$ cat src/rtl/timer_load_arbiter_if.sv
// Bus between the core array, the load arbiter and the shared TIMER_COUNTER.
// slave = arbiter side, master = cores/timer side.
interface timer_load_arbiter_if #(
    parameter int NUM_REQ = 4,
    parameter int IDX_W   = 2
);
    logic [NUM_REQ-1:0]    REQ;
    logic [8*NUM_REQ-1:0]  REQ_CONFIG;
    logic [8*NUM_REQ-1:0]  REQ_PRESC;
    logic [16*NUM_REQ-1:0] REQ_VALUE;
    logic [NUM_REQ-1:0]    ACK;
    logic                  BUSY;
    logic [IDX_W-1:0]      OWNER;
    logic                  TIMER_EN;
    logic                  TIMER_SET_REG;
    logic                  TIMER_SET_PRESC;
    logic                  TIMER_SET_VALUE;
    logic [7:0]            TIMER_DATA;
    logic                  TIMER_OV;
    logic [NUM_REQ-1:0]    IRQ;

    modport slave (
        input  REQ, REQ_CONFIG, REQ_PRESC, REQ_VALUE, TIMER_OV,
        output ACK, BUSY, OWNER, TIMER_EN, TIMER_SET_REG,
        output TIMER_SET_PRESC, TIMER_SET_VALUE, TIMER_DATA, IRQ
    );

    modport master (
        output REQ, REQ_CONFIG, REQ_PRESC, REQ_VALUE, TIMER_OV,
        input  ACK, BUSY, OWNER, TIMER_EN, TIMER_SET_REG,
        input  TIMER_SET_PRESC, TIMER_SET_VALUE, TIMER_DATA, IRQ
    );
endinterface

$ cat src/rtl/timer_load_arbiter.sv
// Round-robin load arbiter sharing one TIMER_COUNTER among NUM_REQ cores.
// Optional overflow IRQ tracking: define TIMER_LOAD_ARB_IRQ_EN.
module timer_load_arbiter #(
    parameter int NUM_REQ = 4,
    parameter int IDX_W   = 2
) (
    input  logic                 CLK,
    input  logic                 CPU_Reset,
    timer_load_arbiter_if.slave  bus
);
    typedef enum logic [2:0] {
        S_IDLE, S_HALT, S_WR_CFG, S_WR_PRE, S_WR_VL, S_WR_VH, S_DONE
    } state_t;

    localparam logic [NUM_REQ-1:0] ONE = {{(NUM_REQ-1){1'b0}}, 1'b1};

    state_t             r_state, w_nxt;
    logic [IDX_W-1:0]   r_ptr, r_win, r_owner, w_pick, w_ptr_nxt;
    logic [7:0]         r_cfg, r_presc, r_data, w_data, w_cfg_sel, w_pre_sel;
    logic [15:0]        r_value, w_val_sel;
    logic [NUM_REQ-1:0] r_ack, w_ack;
    logic               r_busy, r_en, r_sr, r_sp, r_sv, r_running;
    logic               w_busy, w_sr, w_sp, w_sv, w_accept, w_found;

    assign w_accept  = (r_state == S_IDLE) && (|bus.REQ);
    assign w_ptr_nxt = (r_win == IDX_W'(NUM_REQ-1)) ? '0 : r_win + 1'b1;

    // Round-robin pick: first request at/after the pointer, then wrap.
    always_comb begin
        w_found = 1'b0;
        w_pick  = '0;
        for (int j = 0; j < NUM_REQ; j++) begin
            if (!w_found && bus.REQ[j] && (IDX_W'(j) >= r_ptr)) begin
                w_found = 1'b1;
                w_pick  = IDX_W'(j);
            end
        end
        for (int j = 0; j < NUM_REQ; j++) begin
            if (!w_found && bus.REQ[j]) begin
                w_found = 1'b1;
                w_pick  = IDX_W'(j);
            end
        end
    end

    // Select the picked core's operands for latching at accept.
    always_comb begin
        w_cfg_sel = '0;
        w_pre_sel = '0;
        w_val_sel = '0;
        for (int j = 0; j < NUM_REQ; j++) begin
            if (IDX_W'(j) == w_pick) begin
                w_cfg_sel = bus.REQ_CONFIG[j*8 +: 8];
                w_pre_sel = bus.REQ_PRESC[j*8 +: 8];
                w_val_sel = bus.REQ_VALUE[j*16 +: 16];
            end
        end
    end

    // Next state plus registered outputs valid for the whole next state.
    always_comb begin
        w_nxt  = r_state;
        w_busy = 1'b0;
        w_sr   = 1'b0;
        w_sp   = 1'b0;
        w_sv   = 1'b0;
        w_data = '0;
        w_ack  = '0;
        unique case (r_state)
            S_IDLE:   if (|bus.REQ) w_nxt = S_HALT;
            S_HALT:   w_nxt = S_WR_CFG;
            S_WR_CFG: w_nxt = S_WR_PRE;
            S_WR_PRE: w_nxt = S_WR_VL;
            S_WR_VL:  w_nxt = S_WR_VH;
            S_WR_VH:  w_nxt = S_DONE;
            default:  w_nxt = S_IDLE;
        endcase
        unique case (w_nxt)
            S_HALT:   w_busy = 1'b1;
            S_WR_CFG: begin w_busy = 1'b1; w_sr = 1'b1; w_data = r_cfg; end
            S_WR_PRE: begin w_busy = 1'b1; w_sp = 1'b1; w_data = r_presc; end
            S_WR_VL:  begin w_busy = 1'b1; w_sv = 1'b1; w_data = r_value[7:0]; end
            S_WR_VH:  begin w_busy = 1'b1; w_sv = 1'b1; w_data = r_value[15:8]; end
            S_DONE:   w_ack = ONE << r_win;
            default:  ;
        endcase
    end

    // State, latched operands, timer control and ownership registers.
    always_ff @(posedge CLK) begin
        if (CPU_Reset) begin
            r_state   <= S_IDLE;
            r_ptr     <= '0;
            r_win     <= '0;
            r_owner   <= '0;
            r_cfg     <= '0;
            r_presc   <= '0;
            r_value   <= '0;
            r_data    <= '0;
            r_ack     <= '0;
            r_busy    <= 1'b0;
            r_en      <= 1'b1;
            r_sr      <= 1'b0;
            r_sp      <= 1'b0;
            r_sv      <= 1'b0;
            r_running <= 1'b0;
        end else begin
            r_state <= w_nxt;
            r_data  <= w_data;
            r_ack   <= w_ack;
            r_busy  <= w_busy;
            r_sr    <= w_sr;
            r_sp    <= w_sp;
            r_sv    <= w_sv;
            if (w_accept) begin
                r_win   <= w_pick;
                r_cfg   <= w_cfg_sel;
                r_presc <= w_pre_sel;
                r_value <= w_val_sel;
            end
            if (w_nxt == S_HALT) begin
                r_en      <= 1'b1;
                r_running <= 1'b0;
            end
            if (w_nxt == S_DONE) begin
                r_en      <= 1'b0;
                r_running <= 1'b1;
                r_owner   <= r_win;
                r_ptr     <= w_ptr_nxt;
            end
        end
    end

    assign bus.ACK             = r_ack;
    assign bus.BUSY            = r_busy;
    assign bus.OWNER           = r_owner;
    assign bus.TIMER_EN        = r_en;
    assign bus.TIMER_SET_REG   = r_sr;
    assign bus.TIMER_SET_PRESC = r_sp;
    assign bus.TIMER_SET_VALUE = r_sv;
    assign bus.TIMER_DATA      = r_data;

`ifdef TIMER_LOAD_ARB_IRQ_EN
    logic               r_ov_q, w_ov_rise;
    logic [NUM_REQ-1:0] r_irq, w_irq_set, w_irq_clr;

    assign w_ov_rise = r_running && (bus.TIMER_OV == 1'b1) && !r_ov_q;
    assign w_irq_set = w_ov_rise ? (ONE << r_owner) : '0;
    assign w_irq_clr = w_accept ? (ONE << w_pick) : '0;

    // Sticky overflow flags; accepting a core's new load clears its flag.
    always_ff @(posedge CLK) begin
        if (CPU_Reset) begin
            r_ov_q <= 1'b0;
            r_irq  <= '0;
        end else begin
            r_ov_q <= (bus.TIMER_OV == 1'b1);
            r_irq  <= (r_irq | w_irq_set) & ~w_irq_clr;
        end
    end

    assign bus.IRQ = r_irq;
`else
    logic [1:0] w_unused_irq;
    assign w_unused_irq = {bus.TIMER_OV, r_running};
    assign bus.IRQ = '0;
`endif
endmodule

$ cat src/flat_wrapper.sv
// flat-port wrapper written by rule: the top's interface ports become plain ports
module timer_load_arbiter_flat 
#(
    parameter int NUM_REQ = 4,
    parameter int IDX_W   = 2
)
  (CLK, CPU_Reset, bus_REQ, bus_REQ_CONFIG, bus_REQ_PRESC, bus_REQ_VALUE, bus_TIMER_OV, bus_ACK, bus_BUSY, bus_OWNER, bus_TIMER_EN, bus_TIMER_SET_REG, bus_TIMER_SET_PRESC, bus_TIMER_SET_VALUE, bus_TIMER_DATA, bus_IRQ);
  timer_load_arbiter_if #(.NUM_REQ(NUM_REQ), .IDX_W(IDX_W)) bus_i ();
  input  logic CLK;
  input  logic CPU_Reset;
  input wire logic [$bits(bus_i.REQ)-1:0] bus_REQ;
  input wire logic [$bits(bus_i.REQ_CONFIG)-1:0] bus_REQ_CONFIG;
  input wire logic [$bits(bus_i.REQ_PRESC)-1:0] bus_REQ_PRESC;
  input wire logic [$bits(bus_i.REQ_VALUE)-1:0] bus_REQ_VALUE;
  input wire logic [$bits(bus_i.TIMER_OV)-1:0] bus_TIMER_OV;
  output wire logic [$bits(bus_i.ACK)-1:0] bus_ACK;
  output wire logic [$bits(bus_i.BUSY)-1:0] bus_BUSY;
  output wire logic [$bits(bus_i.OWNER)-1:0] bus_OWNER;
  output wire logic [$bits(bus_i.TIMER_EN)-1:0] bus_TIMER_EN;
  output wire logic [$bits(bus_i.TIMER_SET_REG)-1:0] bus_TIMER_SET_REG;
  output wire logic [$bits(bus_i.TIMER_SET_PRESC)-1:0] bus_TIMER_SET_PRESC;
  output wire logic [$bits(bus_i.TIMER_SET_VALUE)-1:0] bus_TIMER_SET_VALUE;
  output wire logic [$bits(bus_i.TIMER_DATA)-1:0] bus_TIMER_DATA;
  output wire logic [$bits(bus_i.IRQ)-1:0] bus_IRQ;
  assign bus_i.REQ = bus_REQ;
  assign bus_i.REQ_CONFIG = bus_REQ_CONFIG;
  assign bus_i.REQ_PRESC = bus_REQ_PRESC;
  assign bus_i.REQ_VALUE = bus_REQ_VALUE;
  assign bus_i.TIMER_OV = bus_TIMER_OV;
  assign bus_ACK = bus_i.ACK;
  assign bus_BUSY = bus_i.BUSY;
  assign bus_OWNER = bus_i.OWNER;
  assign bus_TIMER_EN = bus_i.TIMER_EN;
  assign bus_TIMER_SET_REG = bus_i.TIMER_SET_REG;
  assign bus_TIMER_SET_PRESC = bus_i.TIMER_SET_PRESC;
  assign bus_TIMER_SET_VALUE = bus_i.TIMER_SET_VALUE;
  assign bus_TIMER_DATA = bus_i.TIMER_DATA;
  assign bus_IRQ = bus_i.IRQ;
  timer_load_arbiter #(.NUM_REQ(NUM_REQ), .IDX_W(IDX_W)) u_core (.CLK(CLK), .CPU_Reset(CPU_Reset), .bus(bus_i));
endmodule
$ cat config.mk
export PLATFORM = sky130hd
export DESIGN_NAME = timer_load_arbiter_flat
export DESIGN_NICKNAME = d
export VERILOG_FILES = /design/src/rtl/timer_load_arbiter_if.sv /design/src/rtl/timer_load_arbiter.sv /design/src/flat_wrapper.sv
export SDC_FILE = /design/constraint.sdc
export NUM_CORES = 1
export LEC_CHECK = 0
export ABC_AREA = 1
export CORE_MARGIN = 2
export CORE_UTILIZATION = 38
export DETAILED_ROUTE_END_ITERATION = 10
export PLACE_DENSITY = 0.78
export SYNTH_ARGS = -nofsm -noshare
export SYNTH_HDL_FRONTEND = slang
export SYNTH_SLANG_ARGS = --single-unit
$ cat constraint.sdc
create_clock -name CLK -period 1.5 [get_ports CLK]
set_input_delay 0.45 -clock CLK [delete_from_list [all_inputs] [get_ports CLK]]
set_output_delay 0.45 -clock CLK [all_outputs]
set_load 0.03 [all_outputs]
After elaboration in Yosys (flattened, before gate mapping)
Cells that the tools add are included.
{ "op_classes": {"n_eq_ne": 15, "n_lt_le_gt_ge": 4, "n_mux": 36, "add_sub_neg": 1, "n_bitwise": 1, "n_shift": 1, "n_reduce_logical": 26} }
{ "op_table": {"columns": ["operator", "n"], "rows": [
  ["16-bit two-way mux", 4],
  ["8-bit two-way mux", 8],
  ["8-bit one-hot mux with 4 select lines", 1],
  ["3-bit one-hot mux with 6 select lines", 1],
  ["3-bit equality test (second input constant)", 5],
  ["1-bit two-way mux", 14],
  ["2-bit two-way mux", 7],
  ["3-bit by 2-bit equality test with 1-bit output (second input constant)", 4],
  ["1-bit logical AND", 12],
  ["1-bit zero test", 7],
  ["3-bit by 1-bit equality test with 1-bit output (second input constant)", 2],
  ["5-bit OR reduction", 1],
  ["2-bit equality test (first input constant)", 2],
  ["1-bit by 2-bit >= comparator with 1-bit output (first input constant)", 2],
  ["2-bit >= comparator (first input constant)", 2],
  ["2-bit OR reduction", 2],
  ["4-bit OR reduction", 1],
  ["1-bit by 2-bit left shift with 4-bit output (first input constant)", 1],
  ["3-bit zero test", 1],
  ["3-bit two-way mux", 1],
  ["2-bit by 1-bit adder with 2-bit output (second input constant)", 1],
  ["1-bit by 2-bit equality test with 1-bit output (first input constant)", 1],
  ["2-bit equality test (second input constant)", 1],
  ["2-bit zero test", 1],
  ["other kinds (2)", 2]
]} }
{ "totals": {"reg_bits": 58, "word_cells": 98, "output_inout_bits": 23} }

Depth between registers and ports, before layout
{ "depth": {"depth_word": 32, "depth_mapped": 12} }

Worst setup path after synthesis
OpenSTA, ideal clock, no wires.
{ "synth_timing": {"kind": "input to register", "startpoint": "in bus_REQ[1]", "endpoint": "reg u_core.r_cfg[5]", "arrival_time_ps": 1454, "path_slack_ps": -96, "setup_time_ps": 142, "path_buffers": 1, "required_time_ps": 1358, "stages": 11, "cell_sequence": "inv_1 > nor2_1 > a21oi_2 > nand3_1 > nand2_4 > nand2_4 > clkbuf_2 > o21ai_0 > inv_1 > nand2_1 > a21oi_2"} }
{ "synth_via": {"elab_chain_cells": 28, "elab_cells_between_ends": 39, "classes_between": "3 x eq/ne; 17 x mux; 19 x reduce/logical"} }
{ "synth_rtl": {"columns": ["item", "line_no", "rtl"], "rows": [
  ["start, declared", "flat_wrapper.sv:11", "input wire logic [$bits(bus_i.REQ)-1:0] bus_REQ;"],
  ["1-bit logical AND (2 in series)", "timer_load_arbiter.sv:33", "if (!w_found && bus.REQ[j] && (IDX_W'(j) >= r_ptr)) begin"],
  ["1-bit two-way mux", "timer_load_arbiter.sv:33", null],
  ["1-bit zero test", "timer_load_arbiter.sv:33", null],
  ["1-bit logical AND (2 in series)", "timer_load_arbiter.sv:33", null],
  ["1-bit two-way mux", "timer_load_arbiter.sv:33", null],
  ["1-bit zero test", "timer_load_arbiter.sv:33", null],
  ["1-bit logical AND (2 in series)", "timer_load_arbiter.sv:33", null],
  ["1-bit two-way mux", "timer_load_arbiter.sv:33", null],
  ["[6 not listed]", null, null],
  ["1-bit zero test", "timer_load_arbiter.sv:39", "if (!w_found && bus.REQ[j]) begin"],
  ["1-bit logical AND", "timer_load_arbiter.sv:39", null],
  ["1-bit two-way mux", "timer_load_arbiter.sv:39", null],
  ["1-bit zero test", "timer_load_arbiter.sv:39", null],
  ["1-bit logical AND", "timer_load_arbiter.sv:39", null],
  ["2-bit two-way mux", "timer_load_arbiter.sv:39", null],
  ["2-bit zero test", "timer_load_arbiter.sv:52", "if (IDX_W'(j) == w_pick) begin"],
  ["8-bit two-way mux (4 in series)", "timer_load_arbiter.sv:52", null],
  ["end signal, assigned", "timer_load_arbiter.sv:117", "r_cfg <= w_cfg_sel;"],
  ["end, declared", "timer_load_arbiter.sv:19", "logic [7:0] r_cfg, r_presc, r_data, w_data, w_cfg_sel, w_pre_sel;"]
]} }
Several ways; a longest one is shown, not always the timed one.
A chain may end at the register's enable or synchronous reset.

Final worst setup path
{ "layout_timing": {"startpoint": "reg u_core.r_ptr[1]", "endpoint": "reg u_core.r_presc[4]"} }
{ "layout_via": {"elab_chain_cells": 32, "elab_cells_between_ends": 44, "classes_between": "4 x order compare; 3 x eq/ne; 18 x mux; 19 x reduce/logical"} }
{ "layout_rtl": {"columns": ["item", "line_no", "rtl"], "rows": [
  ["start, declared", "timer_load_arbiter.sv:18", "logic [IDX_W-1:0] r_ptr, r_win, r_owner, w_pick, w_ptr_nxt;"],
  ["start signal, assigned", "timer_load_arbiter.sv:129", "r_ptr <= w_ptr_nxt;"],
  ["1-bit by 2-bit >= comparator with 1-bit output", "timer_load_arbiter.sv:33", null],
  ["1-bit logical AND", "timer_load_arbiter.sv:33", null],
  ["1-bit two-way mux", "timer_load_arbiter.sv:33", null],
  ["1-bit zero test", "timer_load_arbiter.sv:33", null],
  ["1-bit logical AND (2 in series)", "timer_load_arbiter.sv:33", null],
  ["1-bit two-way mux", "timer_load_arbiter.sv:33", null],
  ["1-bit zero test", "timer_load_arbiter.sv:33", null],
  ["1-bit logical AND (2 in series)", "timer_load_arbiter.sv:33", null],
  ["[12 not listed]", null, null],
  ["1-bit logical AND", "timer_load_arbiter.sv:39", null],
  ["1-bit two-way mux", "timer_load_arbiter.sv:39", null],
  ["1-bit zero test", "timer_load_arbiter.sv:39", null],
  ["1-bit logical AND", "timer_load_arbiter.sv:39", null],
  ["2-bit two-way mux *", "timer_load_arbiter.sv:39", null],
  ["2-bit zero test", "timer_load_arbiter.sv:52", null],
  ["8-bit two-way mux (3 in series)", "timer_load_arbiter.sv:52", null],
  ["8-bit two-way mux *", "timer_load_arbiter.sv:52", null],
  ["end signal, assigned", "timer_load_arbiter.sv:118", "r_presc <= w_pre_sel;"],
  ["end, declared", "timer_load_arbiter.sv:19", null]
]} }
Every way passes the cells marked *; elsewhere a longest branch is shown, timed or not.

==> results.md <==
- The run finished, with violations left.
- The final reports fail on negative setup slack.
- The type of origin of the critical path is a flip-flop.
- Counting the buffers created by CTS gives 9.
- In the final design database the tool counted 829 nets.
- The completed layout was analyzed and its total power is around 6500 uW.
- The max-slew violation total from the final report is 0.
- Of the synthesized area, sequential elements account for 34.1%.
- In this run the worst hold path is classified as in2reg.
- Port buffering added between 150 and 200 buffers.
- The initial DRC count is around 400.
- The mapped netlist covers 3410 sq um.
- Pin placement for this block handled between 150 and 200 I/O pins.
- Setup violations remaining at the end of the flow were counted as 32.
- The die covers 9740 sq um.
- The post-route non-filler standard cell count is between 800 and 900.
- The count of antenna-violating nets left after detailed routing is 0.
- After clock tree synthesis, the clock-pin slew on the worst setup and hold paths is 0.06 ns.
- The number of global-route vias before repair came to 4,625.
- Walking the worst path, the cells encountered are nand2_2 > nand2_2 > nand2_1 > nand2_2 > nand2_4 > nand2_8 > buf_12 > clkbuf_16 > o21ai_0 > nand3_2 > nand2_2 > a21oi_2.
- The sink count of the clock tree is 58.
- The relative area change from synthesis to final layout is 84.2%.
- Of all cell types, the one taking the most synthesized area is sky130_fd_sc_hd__dfxtp_1.
- The core area is roughly 8700 sq um.
- By startpoint and endpoint, the worst setup path is classified as reg2reg.
- In the final routed layout, each cell accounts on average for between 15 and 20 um.
- Along the worst path, the maximum fanout reaches 10.
- The initial utilization of the core area, before any placement, comes to between 30% and 40%.
- The row count is 34.
- The flip-flop and latch count after synthesis is 58.
- The setup slack of the most critical reg-to-reg path is -0.25 ns.
- No sink is reached through more buffers than the 2 on the longest clock path.
- Before CTS, the worst setup slack after placement is -0.944 ns.
- Global routing finished with a remaining overflow of 0.
- From bottom edge to top edge, the die measures slightly below 100 um.
- The worst hold slack across all endpoints is around 0.4 ns.
- The top cell type by area accounts for 34.1% of the synthesized area.
- STA puts the critical path data required time at 1.73 ns.
- The fraction of layout instances using a drive strength above 1 is a little under a third.
- In this run, post-CTS hold repair placed 0 buffers.
- For the worst setup path, the data arrival time is about 2.0 ns.
- TritonCTS built the clock tree.
- The first global-routing pass estimated around 22,000 um of wire.
- By area the synthesized netlist is led by sky130_fd_sc_hd__dfxtp_1 34%, sky130_fd_sc_hd__nand2_1 14%, sky130_fd_sc_hd__nand3_1 14%.
- Each instance of the synthesized netlist takes up on average approximately 6.6 sq um.
- The worst-path cell with the longest stage delay is sky130_fd_sc_hd__dfxtp_4.
- The per-cell via count in the routed design is between 5 and 6.
- The number of instances in the synthesized netlist is 513.
- Once routing completed, OpenROAD measured the worst setup slack at -0.251 ns.
- Yosys printed 0 warnings.
- The initial antenna violation count was 0.
- The overall routed net length is between 10,000 and 15,000 um.
- Synthesis instantiated 27 different standard cells from the library.
- In this run the static leakage power is 0.00257 uW.
- The clock insertion delay at the later pin of the skew report is 0.35 ns.
- The most numerous cell type found on the critical path is sky130_fd_sc_hd__nand2_2.
- The detailed router placed between 4,000 and 5,000 vias in this run.
- The largest single stage delay on the critical path is approximately 0.36 ns.
- The first TritonRoute pass finished after 5 iterations.
- The post-route clock period utilization is 117%.
- The chip width is around 99 um.
- The final weighted congestion in routability-driven placement is between 0.9 and 1.
- For the finished layout, the period the worst path requires is between 1.5 and 2 ns.
- Setup repair after global routing could not meet its margin everywhere.
- Derived from the worst setup path, the maximum achievable clock frequency is ~570 MHz.
- In this run the power density over the cells is slightly above 1000 nW/um^2.
- The post-route DRC violation count is 0.
- Between clock sinks in the finished design, the worst skew comes to slightly below 0.006 ns.
- The clock tree synthesis step divided the H-tree into 3 levels.
- Entering global routing, the biggest net connects 32 pins.
- The total routing usage reported by global routing is between 20 and 30%.
- Detailed placement finished with a half-perimeter wire length of about 8700 um.
- The CTS root buffer is sky130_fd_sc_hd__clkbuf_8.
- The placed instance count is between 700 and 800.
- VDD sags by at most about 550 uV.
- The max capacitance violation total is 0.
- The capturing element type of the critical path is a flip-flop.
- The number of hold-slack violations in the final timing report is 0.
- The count of inserted antenna diode cells is 0.
==> registers in the layout, summed over array words and instances (netlist names) <==
| register | count |
|---|---|
| u_core.r_value | 16 |
| u_core.bus.TIMER_DATA | 8 |
| u_core.r_cfg | 8 |
| u_core.r_presc | 8 |
| u_core.bus.ACK | 4 |
| u_core.r_state | 3 |
| u_core.bus.OWNER | 2 |
| u_core.r_ptr | 2 |
| u_core.r_win | 2 |
| u_core.bus.BUSY | 1 |
| u_core.bus.TIMER_EN | 1 |
| u_core.bus.TIMER_SET_PRESC | 1 |
| u_core.bus.TIMER_SET_REG | 1 |
| u_core.bus.TIMER_SET_VALUE | 1 |
==> path summary, 6_finish.rpt <==
check / start / endpoint / cells after the start
max: u_core.r_ptr[1] / u_core.r_presc[4] / 12
min: CPU_Reset / u_core.r_ptr[0] / 2
max reg2reg: u_core.r_ptr[1] / u_core.r_presc[4] / 12
min reg2reg: u_core.bus.OWNER[0] / u_core.bus.OWNER[0] / 2
==> final cells by class <==
cell class / count / area [sq um]
inverter: 53 / 234
multi-input combinational: 370 / 2300
timing repair buffer: 201 / 2270
clock inverter: 3 / 15.0
tap: 108 / 135
sequential: 58 / 1170
clock buffer: 12 / 155
fill: 628 / 2440
==> power breakdown <==
group | switching [uW] | internal, uW
Combinational | 1750 | 1470
Clock | 608 | 671
Sequential | 191 | 1790
==> cells in the mapped netlist, drive strengths merged <==
master  count
a21oi      43
nand3      93
nor2       19
a41oi       8
nor4        1
nand2     128
clkbuf     11
o21ai      67
nor3        1
inv        52
buf        27
dfxtp      58
a31oi       2
clkinv      1
conb        1
ha          1
==> placed cells by master, fill, tap and decap left out, types with 8 or more instances in the layout <==
cell                              count
sky130_fd_sc_hd__nand2_1             92
sky130_fd_sc_hd__buf_4               17
sky130_fd_sc_hd__clkbuf_8            11
sky130_fd_sc_hd__buf_12              21
sky130_fd_sc_hd__inv_1               45
sky130_fd_sc_hd__dfxtp_1             55
sky130_fd_sc_hd__nand3_2             14
sky130_fd_sc_hd__nand2_2             27
sky130_fd_sc_hd__a41oi_1              8
sky130_fd_sc_hd__o21ai_0             13
sky130_fd_sc_hd__o21ai_1             17
sky130_fd_sc_hd__nand3_1             77
sky130_fd_sc_hd__a21oi_2             22
sky130_fd_sc_hd__nor2_1              11
sky130_fd_sc_hd__clkbuf_2            10
sky130_fd_sc_hd__clkdlybuf4s50_1    128
sky130_fd_sc_hd__a21oi_1             20
sky130_fd_sc_hd__o21ai_2             36
==> metal layers <==
layer | global-route usage (%) | up-vias | wire, um
li1 | - | 2065 | -
met1 | 31.8 | 2104 | 5490
met2 | 51.5 | 253 | 7480
met3 | 7.38 | 50 | 1110
met4 | 14.4 | 0 | 547
met5 | 0 | - | 0
==> critical path: cells and delay by family, from the launching register on <==
family,cells,cell delay [ns]
simple gates,8,0.68
flops,1,0.36
buf+inv,2,0.31
compound gates,2,0.28
==> stage by stage <==
step | cell area [sq um] | utilization (%) | setup TNS [ns]
6_report | 6280 | 72.0 | -6.25
5_1_grt | 6280 | 72.0 | -8.68
4_1_cts | 6140 | 70.4 | -5.83
3_5_place_dp | 5190 | 59.5 | -31.05
3_3_place_gp | 5190 | 59.5 | -29.15
2_1_floorplan | 3470 | - | -0.910
==> logic make-up after synthesis <==
group / share of synthesized area, %
buf+inv: 13.2
compound gates: 20.3
simple gates: 31.9
fa+ha+maj: 0.367
flops: 34.1
other cells: 0.110
==> what timing repair did <==
item                       in CTS  in global routing
hold endpoints to repair        0                  0
setup endpoints to repair      48                 54
buffers inserted               18                  1
cloned                         12                  1
gates resized for setup       132                 80
pin swaps                      42                 32
No activity file was read; power rests on OpenSTA's default activity.
